--- src/rtl/umi_reghost.sv ---
// Register-to-UMI host bridge: one register read/write becomes one UMI request, then waits for its response.
// Build option: define UMI_REGHOST_TIMEOUT_EN to give up on a missing response after TOCYCLES cycles.
module umi_reghost #(
    parameter int              AW       = 64,
    parameter int              CW       = 32,
    parameter int              DW       = 256,
    parameter int              RW       = 64,
    parameter logic [AW-1:0]   HOSTADDR = '0,
    parameter int              TOCYCLES = 1024
) (
    input  logic          clk,
    input  logic          nreset,
    input  logic          reg_read,
    input  logic          reg_write,
    input  logic          reg_posted,
    input  logic [AW-1:0] reg_addr,
    input  logic [2:0]    reg_size,
    input  logic [RW-1:0] reg_wrdata,
    output logic          reg_ready,
    output logic          reg_done,
    output logic [RW-1:0] reg_rddata,
    output logic [1:0]    reg_err,
    output logic          uhost_req_valid,
    output logic [CW-1:0] uhost_req_cmd,
    output logic [AW-1:0] uhost_req_dstaddr,
    output logic [AW-1:0] uhost_req_srcaddr,
    output logic [DW-1:0] uhost_req_data,
    input  logic          uhost_req_ready,
    input  logic          uhost_resp_valid,
    input  logic [CW-1:0] uhost_resp_cmd,
    input  logic [AW-1:0] uhost_resp_dstaddr,
    input  logic [AW-1:0] uhost_resp_srcaddr,
    input  logic [DW-1:0] uhost_resp_data,
    output logic          uhost_resp_ready
);

    localparam logic [4:0] UMI_REQ_READ   = 5'b00001;
    localparam logic [4:0] UMI_REQ_WRITE  = 5'b00011;
    localparam logic [4:0] UMI_REQ_POSTED = 5'b00101;
    localparam logic [4:0] UMI_RESP_READ  = 5'b00010;
    localparam logic [4:0] UMI_RESP_WRITE = 5'b00100;

    typedef enum logic [1:0] {IDLE = 2'd0, REQ = 2'd1, RESP = 2'd2} state_t;

    state_t        state_q, state_d;
    logic          ready_q, ready_d;
    logic          done_q, done_d;
    logic [1:0]    err_q, err_d;
    logic [RW-1:0] rddata_q, rddata_d;
    logic [CW-1:0] cmd_q, cmd_d;
    logic [AW-1:0] dstaddr_q, dstaddr_d;
    logic [AW-1:0] srcaddr_q, srcaddr_d;
    logic [RW-1:0] wrdata_q, wrdata_d;
    logic          is_read_q, is_read_d;
    logic          posted_q, posted_d;

    logic          resp_timeout;
    logic [4:0]    resp_opcode;
    logic [1:0]    resp_err;
    logic [4:0]    expect_opcode;

    // Response err lives in the user field of a UMI response command.
    assign resp_opcode   = uhost_resp_cmd[4:0];
    assign resp_err      = uhost_resp_cmd[26:25];
    assign expect_opcode = is_read_q ? UMI_RESP_READ : UMI_RESP_WRITE;

`ifdef UMI_REGHOST_TIMEOUT_EN
    localparam int CNTW = (TOCYCLES > 2) ? $clog2(TOCYCLES) : 1;

    logic [CNTW-1:0] tocnt_q, tocnt_d;

    assign resp_timeout = (tocnt_q == CNTW'(TOCYCLES - 1));

    always_comb begin
        tocnt_d = tocnt_q;
        if (state_q == REQ && uhost_req_ready && !posted_q) begin
            tocnt_d = '0;
        end else if (state_q == RESP && !uhost_resp_valid && !resp_timeout) begin
            tocnt_d = tocnt_q + 1'b1;
        end
    end

    always_ff @(posedge clk) begin
        if (!nreset) begin
            tocnt_q <= '0;
        end else begin
            tocnt_q <= tocnt_d;
        end
    end
`else
    logic unused_tocycles;
    assign unused_tocycles = ^TOCYCLES;
    assign resp_timeout    = 1'b0;
`endif

    always_comb begin
        state_d   = state_q;
        done_d    = 1'b0;
        err_d     = err_q;
        rddata_d  = rddata_q;
        cmd_d     = cmd_q;
        dstaddr_d = dstaddr_q;
        srcaddr_d = srcaddr_q;
        wrdata_d  = wrdata_q;
        is_read_d = is_read_q;
        posted_d  = posted_q;

        case (state_q)
            IDLE: begin
                if (ready_q && (reg_read || reg_write)) begin
                    // A simultaneous write is dropped in favour of the read.
                    is_read_d  = reg_read;
                    posted_d   = !reg_read && reg_posted;
                    cmd_d      = '0;
                    cmd_d[4:0] = reg_read ? UMI_REQ_READ :
                                 (reg_posted ? UMI_REQ_POSTED : UMI_REQ_WRITE);
                    cmd_d[7:5] = reg_size;
                    cmd_d[22]  = 1'b1;
                    dstaddr_d  = reg_addr;
                    srcaddr_d  = HOSTADDR;
                    wrdata_d   = reg_wrdata;
                    state_d    = REQ;
                end
            end
            REQ: begin
                if (uhost_req_ready) begin
                    if (posted_q) begin
                        done_d  = 1'b1;
                        err_d   = 2'b00;
                        state_d = IDLE;
                    end else begin
                        state_d = RESP;
                    end
                end
            end
            RESP: begin
                if (uhost_resp_valid) begin
                    done_d  = 1'b1;
                    state_d = IDLE;
                    if (resp_opcode == expect_opcode) begin
                        err_d = resp_err;
                        if (is_read_q) begin
                            rddata_d = uhost_resp_data[RW-1:0];
                        end
                    end else begin
                        err_d = 2'b10;
                    end
                end else if (resp_timeout) begin
                    done_d  = 1'b1;
                    err_d   = 2'b11;
                    state_d = IDLE;
                end
            end
            default: state_d = IDLE;
        endcase

        ready_d = (state_d == IDLE);
    end

    always_ff @(posedge clk) begin
        if (!nreset) begin
            state_q   <= IDLE;
            ready_q   <= 1'b0;
            done_q    <= 1'b0;
            err_q     <= '0;
            rddata_q  <= '0;
            cmd_q     <= '0;
            dstaddr_q <= '0;
            srcaddr_q <= '0;
            wrdata_q  <= '0;
            is_read_q <= 1'b0;
            posted_q  <= 1'b0;
        end else begin
            state_q   <= state_d;
            ready_q   <= ready_d;
            done_q    <= done_d;
            err_q     <= err_d;
            rddata_q  <= rddata_d;
            cmd_q     <= cmd_d;
            dstaddr_q <= dstaddr_d;
            srcaddr_q <= srcaddr_d;
            wrdata_q  <= wrdata_d;
            is_read_q <= is_read_d;
            posted_q  <= posted_d;
        end
    end

    genvar gi;
    generate
        for (gi = 0; gi < DW / RW; gi++) begin : g_rep
            assign uhost_req_data[gi*RW +: RW] = wrdata_q;
        end
        if ((DW % RW) != 0) begin : g_pad
            assign uhost_req_data[DW-1:(DW/RW)*RW] = '0;
        end
    endgenerate

    logic unused_resp;
    assign unused_resp = ^{uhost_resp_dstaddr, uhost_resp_srcaddr, uhost_resp_data, uhost_resp_cmd};

    assign reg_ready         = ready_q;
    assign reg_done          = done_q;
    assign reg_err           = err_q;
    assign reg_rddata        = rddata_q;
    assign uhost_req_valid   = (state_q == REQ);
    assign uhost_req_cmd     = cmd_q;
    assign uhost_req_dstaddr = dstaddr_q;
    assign uhost_req_srcaddr = srcaddr_q;
    assign uhost_resp_ready  = (state_q == RESP);

endmodule
--- config.mk ---
export PLATFORM = sky130hd
export DESIGN_NAME = umi_reghost
export DESIGN_NICKNAME = d
export VERILOG_FILES = /design/src/rtl/umi_reghost.sv
export SDC_FILE = /design/constraint.sdc
export NUM_CORES = 1
export LEC_CHECK = 0
export CAP_MARGIN = 20
export CELL_PAD_IN_SITES_DETAIL_PLACEMENT = 1
export CELL_PAD_IN_SITES_GLOBAL_PLACEMENT = 1
export CORE_AREA = 2 2 404 406
export DETAILED_ROUTE_END_ITERATION = 16
export DIE_AREA = 0 0 406 408
export GPL_TIMING_DRIVEN = 1
export PLACE_DENSITY_LB_ADDON = 0.1
export SLEW_MARGIN = 30
export SYNTH_ARGS = -nofsm -noshare
export SYNTH_HDL_FRONTEND = slang
export SYNTH_SLANG_ARGS = --single-unit
--- constraint.sdc ---
create_clock -name clk -period 2.9 [get_ports clk]
set_input_delay 0.58 -clock clk [delete_from_list [all_inputs] [get_ports clk]]
set_output_delay 0.58 -clock clk [all_outputs]
set_load 0.01 [all_outputs]
==> results.md, run 1 <==
* Gr ovfl total at 0
* Global-route wire length before repair at 81500 um
* # clock sinks at 205
* Cts repair resizes at 0
* Post-route cell area at 18100 um2
* Post-Syn Area per Cell at 8.08 um2
* Initial DRT Pass Iterations at 4
* WL final at 59500 um
* Cells after Synth at 1218
* Largest cells by area after synthesis: dfxtp_1, buf_4, nand2_1, a21oi_1, o31ai_1
* NetSw at 4.48 mW
* Synth Flop Type: dfxtp_1
* Drt initial violations at 240
* Final nets at 2172
* PwrDens at 709 nW/um2
* Worst Path Max Fanout at 5
* Critical Path End Type: primary output
* Root Buffer Master: clkbuf_16
* DRC at 0
* Post-synthesis async set-or-reset flop share at 0
* LEAKAGE at 5.66 nW
* Pin count of the biggest net entering global routing at 67
* CP startpoint kind: flop
* CP required at 2.32 ns
* Synth cell types at 39
* Net Sw Frac at 0.349
* CTS Hold Bufs at 0
* RSZ-0062 raised after global routing: no
* Power share of the combinational group at 0.362
* Max-Cap Viols at 0
* Share of power burned in registers at 0.288
* CTS tree: yes
* Overall power at 12.8 mW
* Number of setup buffers added after CTS at 0
* Cell-internal power at 8.35 mW
* Fillers at 19126
* Number of core rows at 148
* N_diodes at 0
* Via count at 9842
* Die W at 406 um
* Commonest non-fill, non-tap cell in the layout: clkdlybuf4s50_1
* Slew margin rel. at 0.473
* Cts bufs inserted at 36
* Max clock buf depth at 3
* Ys Warns at 0
* Cell Area, Placed at 16900 um2
* Placed cells at 3750
* Final min period at 2.65 ns
* Leading area contributor after synthesis: dfxtp_1
* WL/cell at 15.6 um
* Number of synthesized flops with an enable pin at 0
* Routability cong. at 0.655
* Fin. max-slew vios at 0
* Seq/Total Area, Yosys at 0.417
* Fin cells at 3816
* Worst path buffer plus inverter count at 2
* Final setup fails at 0
* Most frequent cells in the layout: clkdlybuf4s50_1, nand2_1, dfxtp_1
* CTS clock-pin slew for the worst setup and hold paths at 0.06 ns
* Final Hold Fails at 0
* H-Tree Depth at 2
* Port-buffer cells at 605
* FMAX at 378 MHz
* Critical-path cell list: inv_1 > ha_1 > clkdlybuf4s50_1
* CP Data Arrival Time at 2.07 ns
* Fin crit share at 0.912
* Share of power burned in the clock network at 0.350
* Ports at 1040
* Global Route Usage Sum at 0.0690
* Post-synth top area share at 0.417
* Synth Cell Area at 9840 um2
* CP delay by family, top: buffers and inverters
* Status: complete, no violations
* Worst hold path type: reg -> reg
* Peak supply drop at 285 uV
* Slowest stage cell, crit path: clkdlybuf4s50_1
* Share of layout cells above drive strength 1 at 0.0640
* #FFs+latches synth at 205
* Worst Tran Pin Value at 0.783 ns
* WS Path Type: reg -> out
* Die height at 408 um
* Antenna violation net count after detailed routing at 0
* Worst Skew at 0.0222 ns
* TNS Setup at 0 ns
* Vias in the first global route at 10149
* Antenna violations before repair at 11
* Layout area overhead at 83.8%
* Vias per inst at 2.58
* Starting Density at 0.0609
* Skew-Pair Late Insertion Delay at 0.57 ns
* Largest stage delay, worst path at 0.74 ns
* Die area at 166000 um2
* CORE AREA at 162000 um2
* HPWL reported at the end of detailed placement at 45000 um
==> stage by stage <==
| step | hold slack [ns] | setup slack, ns | util |
|---|---|---|---|
| floorplan | 0.453 | 1.25 | - |
| global placement | 0.446 | 0.357 | 0.104 |
| detailed placement | 0.451 | 0.302 | 0.104 |
| CTS | 0.460 | 0.0961 | 0.112 |
| global route | 0.475 | 0.0840 | 0.112 |
| finish | 0.454 | 0.255 | 0.112 |
==> Yosys cell counts, drive strengths merged, types with 2 or more instances <==
master	count
a211oi	2
a21oi	200
buf	313
clkbuf	62
dfxtp	205
ha	4
inv	3
nand2	269
nand3b	2
nand4	64
nor2	3
nor2b	2
nor3	3
nor4	2
o31ai	65
or3	2
==> registers in the layout, summed over array words and instances (netlist names) <==
signal and count:
wrdata_q 64, reg_err 2, reg_rddata 64, state_q 2
reg_done 1, uhost_req_cmd 6, is_read_q 1, reg_ready 1
uhost_req_dstaddr 64
==> logic make-up after synthesis <==
family	after synthesis	synth area share
compound gates	278	0.163
simple gates	351	0.155
buf+inv	379	0.260
fa+ha+maj	4	0.00509
flops	205	0.417
other cells	1	0.000381
==> worst reg2reg max path, stage by stage, from the launching register on <==
cell      delay (ns)
dfxtp_1         0.35
inv_1           0.10
ha_1            0.31
a21boi_0        0.68
a211oi_1        0.13
o32a_1          0.38
==> metal layers <==
| metal | global-route usage | vias to the layer above | part of all wire |
|---|---|---|---|
| met5 | 0 | - | 0.0022 |
| met4 | 0.0211 | 18 | 0.023 |
| met3 | 0.0334 | 75 | 0.11 |
| met2 | 0.113 | 487 | 0.46 |
| met1 | 0.0783 | 4710 | 0.40 |
| li1 | - | 4552 | - |
==> path summary, 6_finish.rpt <==
check                                      startpoint               endpoint  slack, ns  depth (start not counted)
worst max register to register             state_q[1]              reg_ready       0.83                          5
worst min-delay path            uhost_req_dstaddr[24]  uhost_req_dstaddr[24]       0.45                          2
worst max-delay path                       state_q[0]       uhost_resp_ready       0.25                          3
worst min register to register  uhost_req_dstaddr[24]  uhost_req_dstaddr[24]       0.45                          2
==> final cells by class <==
cell class / count / area, um2 / share of cell area
timing repair buffer: 645 / 6490 / 0.359
clock inverter: 11 / 143 / 0.00788
sequential: 205 / 4100 / 0.227
tap: 2175 / 2720 / 0.150
clock buffer: 54 / 1060 / 0.0586
inverter: 4 / 22.5 / 0.00124
multi-input combinational: 722 / 3550 / 0.196
==> power groups by stage <==
stage / Combinational [mW] / Clock, mW / Sequential (mW)
2_1_floorplan: 2.31 / 0 / 3.78
3_3_place_gp: 4.87 / 0 / 3.74
3_5_place_dp: 4.84 / 0 / 3.78
4_1_cts: 4.85 / 4.81 / 3.73
5_1_grt: 5.11 / 4.88 / 3.77
6_report: 4.64 / 4.49 / 3.69
(Power assumes the default switching activity.)
==> run 2: changes to the inputs <==
--- a/config.mk
+++ b/config.mk
@@ -8,12 +8,11 @@
 export CAP_MARGIN = 20
 export CELL_PAD_IN_SITES_DETAIL_PLACEMENT = 1
 export CELL_PAD_IN_SITES_GLOBAL_PLACEMENT = 1
-export CORE_AREA = 2 2 404 406
+export CORE_AREA = 2 2 402 404
 export DETAILED_ROUTE_END_ITERATION = 16
-export DIE_AREA = 0 0 406 408
+export DIE_AREA = 0 0 404 406
 export GPL_TIMING_DRIVEN = 1
 export PLACE_DENSITY_LB_ADDON = 0.1
-export SLEW_MARGIN = 30
 export SYNTH_ARGS = -nofsm -noshare
 export SYNTH_HDL_FRONTEND = slang
 export SYNTH_SLANG_ARGS = --single-unit
==> constraint.sdc (replaced) <==
create_clock -name clk -period 2.45 [get_ports clk]
set_input_delay 0.49 -clock clk [delete_from_list [all_inputs] [get_ports clk]]
set_output_delay 0.49 -clock clk [all_outputs]
set_load 0.01 [all_outputs]
==> results.md, run 2 (synthesized netlist as in run 1, its figures left out) <==
* WL final at 59800 um
* Port-buffer cells at 605
* Pin count of the biggest net entering global routing at 67
* Antenna violations before repair at 24
* Max clock buf depth at 3
* CP Data Arrival Time at 1.75 ns
* Final Hold Fails at 0
* Number of core rows at 147
* RSZ-0062 raised after global routing: no
* CORE AREA at 160000 um2
* WS Path Type: reg -> out
* Net Sw Frac at 0.349
* CTS clock-pin slew for the worst setup and hold paths at 0.05 ns
* Global Route Usage Sum at 0.0699
* Fin. max-slew vios at 0
* Share of power burned in registers at 0.292
* Slew margin rel. at 0.495
* Peak supply drop at 421 uV
* Final nets at 2175
* Vias in the first global route at 10165
* Global-route wire length before repair at 81400 um
* LEAKAGE at 5.65 nW
* TNS Setup at 0 ns
* CP required at 1.96 ns
* Vias per inst at 2.63
* CP delay by family, top: buffers and inverters
* PwrDens at 829 nW/um2
* Commonest non-fill, non-tap cell in the layout: clkdlybuf4s50_1
* H-Tree Depth at 2
* Cell-internal power at 9.70 mW
* Die area at 164000 um2
* Status: complete, no violations
* Critical-path cell list: clkdlybuf4s50_1
* Max-Cap Viols at 0
* WL/cell at 16.1 um
* Routability cong. at 0.673
* Fin crit share at 0.913
* Worst Skew at 0.0138 ns
* Final min period at 2.24 ns
* Largest stage delay, worst path at 0.63 ns
* Fin Hold WS at 0.452 ns
* FMAX at 447 MHz
* Worst Path Max Fanout at 5
* Slowest stage cell, crit path: clkdlybuf4s50_1
* Worst hold path type: reg -> reg
* Drt initial violations at 241
* Fin cells at 3725
* Most frequent cells in the layout: clkdlybuf4s50_1, nand2_1, dfxtp_1
* Antenna violation net count after detailed routing at 0
* Die height at 406 um
* # clock sinks at 205
* CP startpoint kind: flop
* Via count at 9813
* Overall power at 14.9 mW
* Critical Path End Type: primary output
* HPWL reported at the end of detailed placement at 46300 um
* Initial DRT Pass Iterations at 4
* DRC at 0
* Die W at 404 um
* Placed cells at 3666
* Starting Density at 0.0616
* Worst path buffer plus inverter count at 1
* Root Buffer Master: clkbuf_16
* NetSw at 5.20 mW
* Gr ovfl total at 0
* Power share of the combinational group at 0.372
* Share of power burned in the clock network at 0.336
* Final setup fails at 0
* Share of layout cells above drive strength 1 at 0.0623
* Worst Tran Pin Value at 0.757 ns
* CTS tree: yes
* Cts bufs inserted at 35
* Layout area overhead at 82.6%
* Ports at 1040
* Skew-Pair Late Insertion Delay at 0.56 ns
## run 2: what timing repair did
item	4_1_cts	5_1_grt
hold endpoints to repair	0	0
setup endpoints to repair	2	0
gates resized for setup	2	0
hold buffers	0	0
buffers inserted	0	0
## run 2: worst paths after layout
kind	startpoint	endpoint	slack (ns)	cells after the start
worst min register to register	uhost_req_cmd[7]	uhost_req_cmd[7]	0.45	2
worst min-delay path	uhost_req_cmd[7]	uhost_req_cmd[7]	0.45	2
worst max-delay path	wrdata_q[6]	uhost_req_data[198]	0.21	1
worst max register to register	state_q[0]	reg_rddata[27]	0.63	5
## run 2: metal layers
metal / GRT usage / vias to the layer above / share of wire
li1: - / 4552 / -
met1: 0.0818 / 4658 / 0.41
met2: 0.113 / 474 / 0.46
met3: 0.0317 / 89 / 0.097
met4: 0.0229 / 40 / 0.025
met5: 0 / - / 0.0042
## run 2: per-stage QoR
step | worst slack (ns) | utilization | instance area (um2)
after floorplan | 0.865 | - | 10200
after global placement | 0.240 | 0.106 | 16900
after detailed placement | 0.211 | 0.106 | 16900
after CTS | 0.0658 | 0.113 | 18000
after global routing | 0.101 | 0.113 | 18000
final | 0.213 | 0.113 | 18000
## run 2: area by class of cell
class	instances	area, um2
flip-flops and latches	205	4100
multi-input cells	722	3550
clock buffers	50	1020
clock inverters	6	86.3
repair buffers	649	6570
well taps	2086	2610
fillers	18736	142000
inverters	4	22.5
diodes	3	7.51
## run 2: tightest hold or removal path: stages, from the launching register on
cell,delay [ns]
dfxtp_1,0.30
nand2_1,0.05
a21oi_1,0.05
## run 2: power by group through the flow
| stage | Sequential, mW | Clock (mW) | Combinational [mW] |
|---|---|---|---|
| floorplan | 4.47 | 0 | 2.74 |
| global placement | 4.43 | 0 | 5.81 |
| detailed placement | 4.47 | 0 | 5.76 |
| CTS | 4.41 | 5.39 | 5.77 |
| global route | 4.46 | 5.48 | 6.06 |
| finish | 4.36 | 5.01 | 5.54 |
==> run 3: changes to the inputs <==
--- a/config.mk
+++ b/config.mk
@@ -8,9 +8,9 @@
 export CAP_MARGIN = 20
 export CELL_PAD_IN_SITES_DETAIL_PLACEMENT = 1
 export CELL_PAD_IN_SITES_GLOBAL_PLACEMENT = 1
-export CORE_AREA = 2 2 402 404
+export CORE_AREA = 5 5 405 407
 export DETAILED_ROUTE_END_ITERATION = 16
-export DIE_AREA = 0 0 404 406
+export DIE_AREA = 0 0 410 412
 export GPL_TIMING_DRIVEN = 1
 export PLACE_DENSITY_LB_ADDON = 0.1
 export SYNTH_ARGS = -nofsm -noshare
==> results.md, run 3 (synthesized netlist as in run 1, its figures left out) <==
* Power share of the combinational group at 0.367
* Cell Area, Placed at 17000 um2
* Vias per inst at 2.63
* Net Sw Frac at 0.345
* Final nets at 2184
* Worst Skew at 0.0134 ns
* Share of power burned in registers at 0.284
* Number of setup buffers added after CTS at 0
* Peak supply drop at 351 uV
* CTS tree: yes
* Worst Hold End: uhost_req_dstaddr[9]
* CORE AREA at 160000 um2
* Share of power burned in the clock network at 0.349
* Max-Cap Viols at 0
* Fin Hold WS at 0.450 ns
* Max clock buf depth at 3
* WL final at 62300 um
* Drt initial violations at 228
* Starting Density at 0.0616
* Reg2Reg Setup Slack at 0.62 ns
* TNS Setup at 0 ns
* R2R cell count at 7
* Worst Path Max Fanout at 2
* Global-route wire length before repair at 84300 um
* R2R Path End: reg_err[0]
* Final setup fails at 0
* Fillers at 18807
* Post-route cell area at 18200 um2
* Antenna violation net count after detailed routing at 0
* LEAKAGE at 5.76 nW
* Ports at 1040
* CP startpoint kind: flop
* Die area at 169000 um2
* Skew-Pair Late Insertion Delay at 0.57 ns
* Critical Path End Type: primary output
* Hold Crit Depth at 2
* Commonest non-fill, non-tap cell in the layout: clkdlybuf4s50_1
* PwrDens at 843 nW/um2
* Largest stage delay, worst path at 0.87 ns
* Register Area at 4100 um2
* Critical-path cell list: clkdlybuf4s50_1
* Status: complete, no violations
* Hold_sp: uhost_req_dstaddr[9]
* Slew margin rel. at 0.602
* Gr ovfl total at 0
* Global Route Usage Sum at 0.0699
* H-Tree Depth at 2
* DRC at 0
* Cts bufs inserted at 37
* Final Hold Fails at 0
* Die height at 412 um
* Worst hold path type: reg -> reg
* Number of core rows at 147
* CTS Hold Bufs at 0
* Cts repair resizes at 2
* Antenna violations before repair at 12
* CP Data Arrival Time at 1.78 ns
* Multi-input logic area at 3550 um2
* CP delay by family, top: buffers and inverters
* RSZ-0062 raised after global routing: no
* Final min period at 2.27 ns
* Cell-internal power at 10.1 mW
* WL/cell at 16.7 um
* Worst Tran Pin Value at 0.595 ns
* Routability cong. at 0.663
* Pin count of the biggest net entering global routing at 65
* Die W at 410 um
* Fin. max-slew vios at 0
* Root Buffer Master: clkbuf_16
* Most frequent cells in the layout: clkdlybuf4s50_1, nand2_1, dfxtp_1
* Worst r2r src: state_q[0]
* CTS clock-pin slew for the worst setup and hold paths at 0.05 ns
* Share of layout cells above drive strength 1 at 0.0692
* Layout area overhead at 85.1%
* Vias in the first global route at 10398
* HPWL reported at the end of detailed placement at 48100 um
* Slowest stage cell, crit path: clkdlybuf4s50_1
* NetSw at 5.29 mW
* Initial DRT Pass Iterations at 4
* Port-buffer cells at 605
* Worst path buffer plus inverter count at 1
* Via count at 9837
* Overall power at 15.4 mW
* # clock sinks at 205
* Fin crit share at 0.926
* FMAX at 441 MHz
* CP required at 1.96 ns
* WS Path Type: reg -> out
run 3: cell types whose count changed in the layout (fill, tap and decap cells not counted), sizes merged:
cell           previous run  this run
buf                      44        52
bufinv                    2         3
clkbuf                   50        53
clkdlybuf4s50           603       602
clkinv                    3         2
diode                     3         6
inv                       4         5
run 3: power groups by stage:
| stage | logic, mW | clock network, mW | registers, mW |
|---|---|---|---|
| floorplan | 2.74 | 0 | 4.47 |
| global placement | 5.94 | 0 | 4.42 |
| detailed placement | 5.88 | 0 | 4.46 |
| CTS | 5.89 | 5.71 | 4.39 |
| global route | 6.13 | 5.81 | 4.47 |
| finish | 5.64 | 5.36 | 4.35 |
run 3: how the worst max path moves through the flow:
| stage | from | cells after the start | slack (ns) | to |
|---|---|---|---|---|
| 3_5_place_dp | uhost_resp_cmd[0] | 5 | 0.02 | reg_err[1] |
| 6_report | reg_rddata[55] | 1 | 0.18 | reg_rddata[55] |
| 5_1_grt | reg_err[0] | 1 | 0.007 | reg_err[0] |
| 4_1_cts | reg_rddata[55] | 1 | 0.05 | reg_rddata[55] |
| 2_1_floorplan | state_q[1] | 5 | 0.87 | reg_ready |
| 3_3_place_gp | uhost_resp_cmd[0] | 5 | 0.009 | reg_err[1] |
run 3: area by class of cell:
cell class | count | share of cell area
Clock inverter | 7 | 0.00639
Clock buffer | 53 | 0.0598
Tap cell | 2086 | 0.143
Sequential cell | 205 | 0.225
Antenna cell | 6 | 0.000824
Multi-Input combinational cell | 722 | 0.195
Timing Repair Buffer | 656 | 0.368
Inverter | 4 | 0.00124
run 3: metal layers:
layer | GRT usage | up-vias | part of all wire
met5 | 0 | - | 0.0014
met4 | 0.0181 | 12 | 0.020
met3 | 0.0376 | 71 | 0.12
met2 | 0.114 | 473 | 0.46
met1 | 0.0799 | 4696 | 0.40
li1 | - | 4585 | -
run 3: through the flow:
step / setup slack (ns) / util / std cells
2_1_floorplan: 0.865 / - / 1306
3_3_place_gp: 0.00887 / 0.106 / 3673
3_5_place_dp: 0.0209 / 0.106 / 3673
4_1_cts: 0.0536 / 0.114 / 3733
5_1_grt: 0.00702 / 0.114 / 3733
6_report: 0.181 / 0.114 / 3739
run 3: tightest hold or removal path: stages, from the launching register on:
cell and delay [ns]:
dfxtp_1 0.30, nand2_1 0.05, a21oi_1 0.05
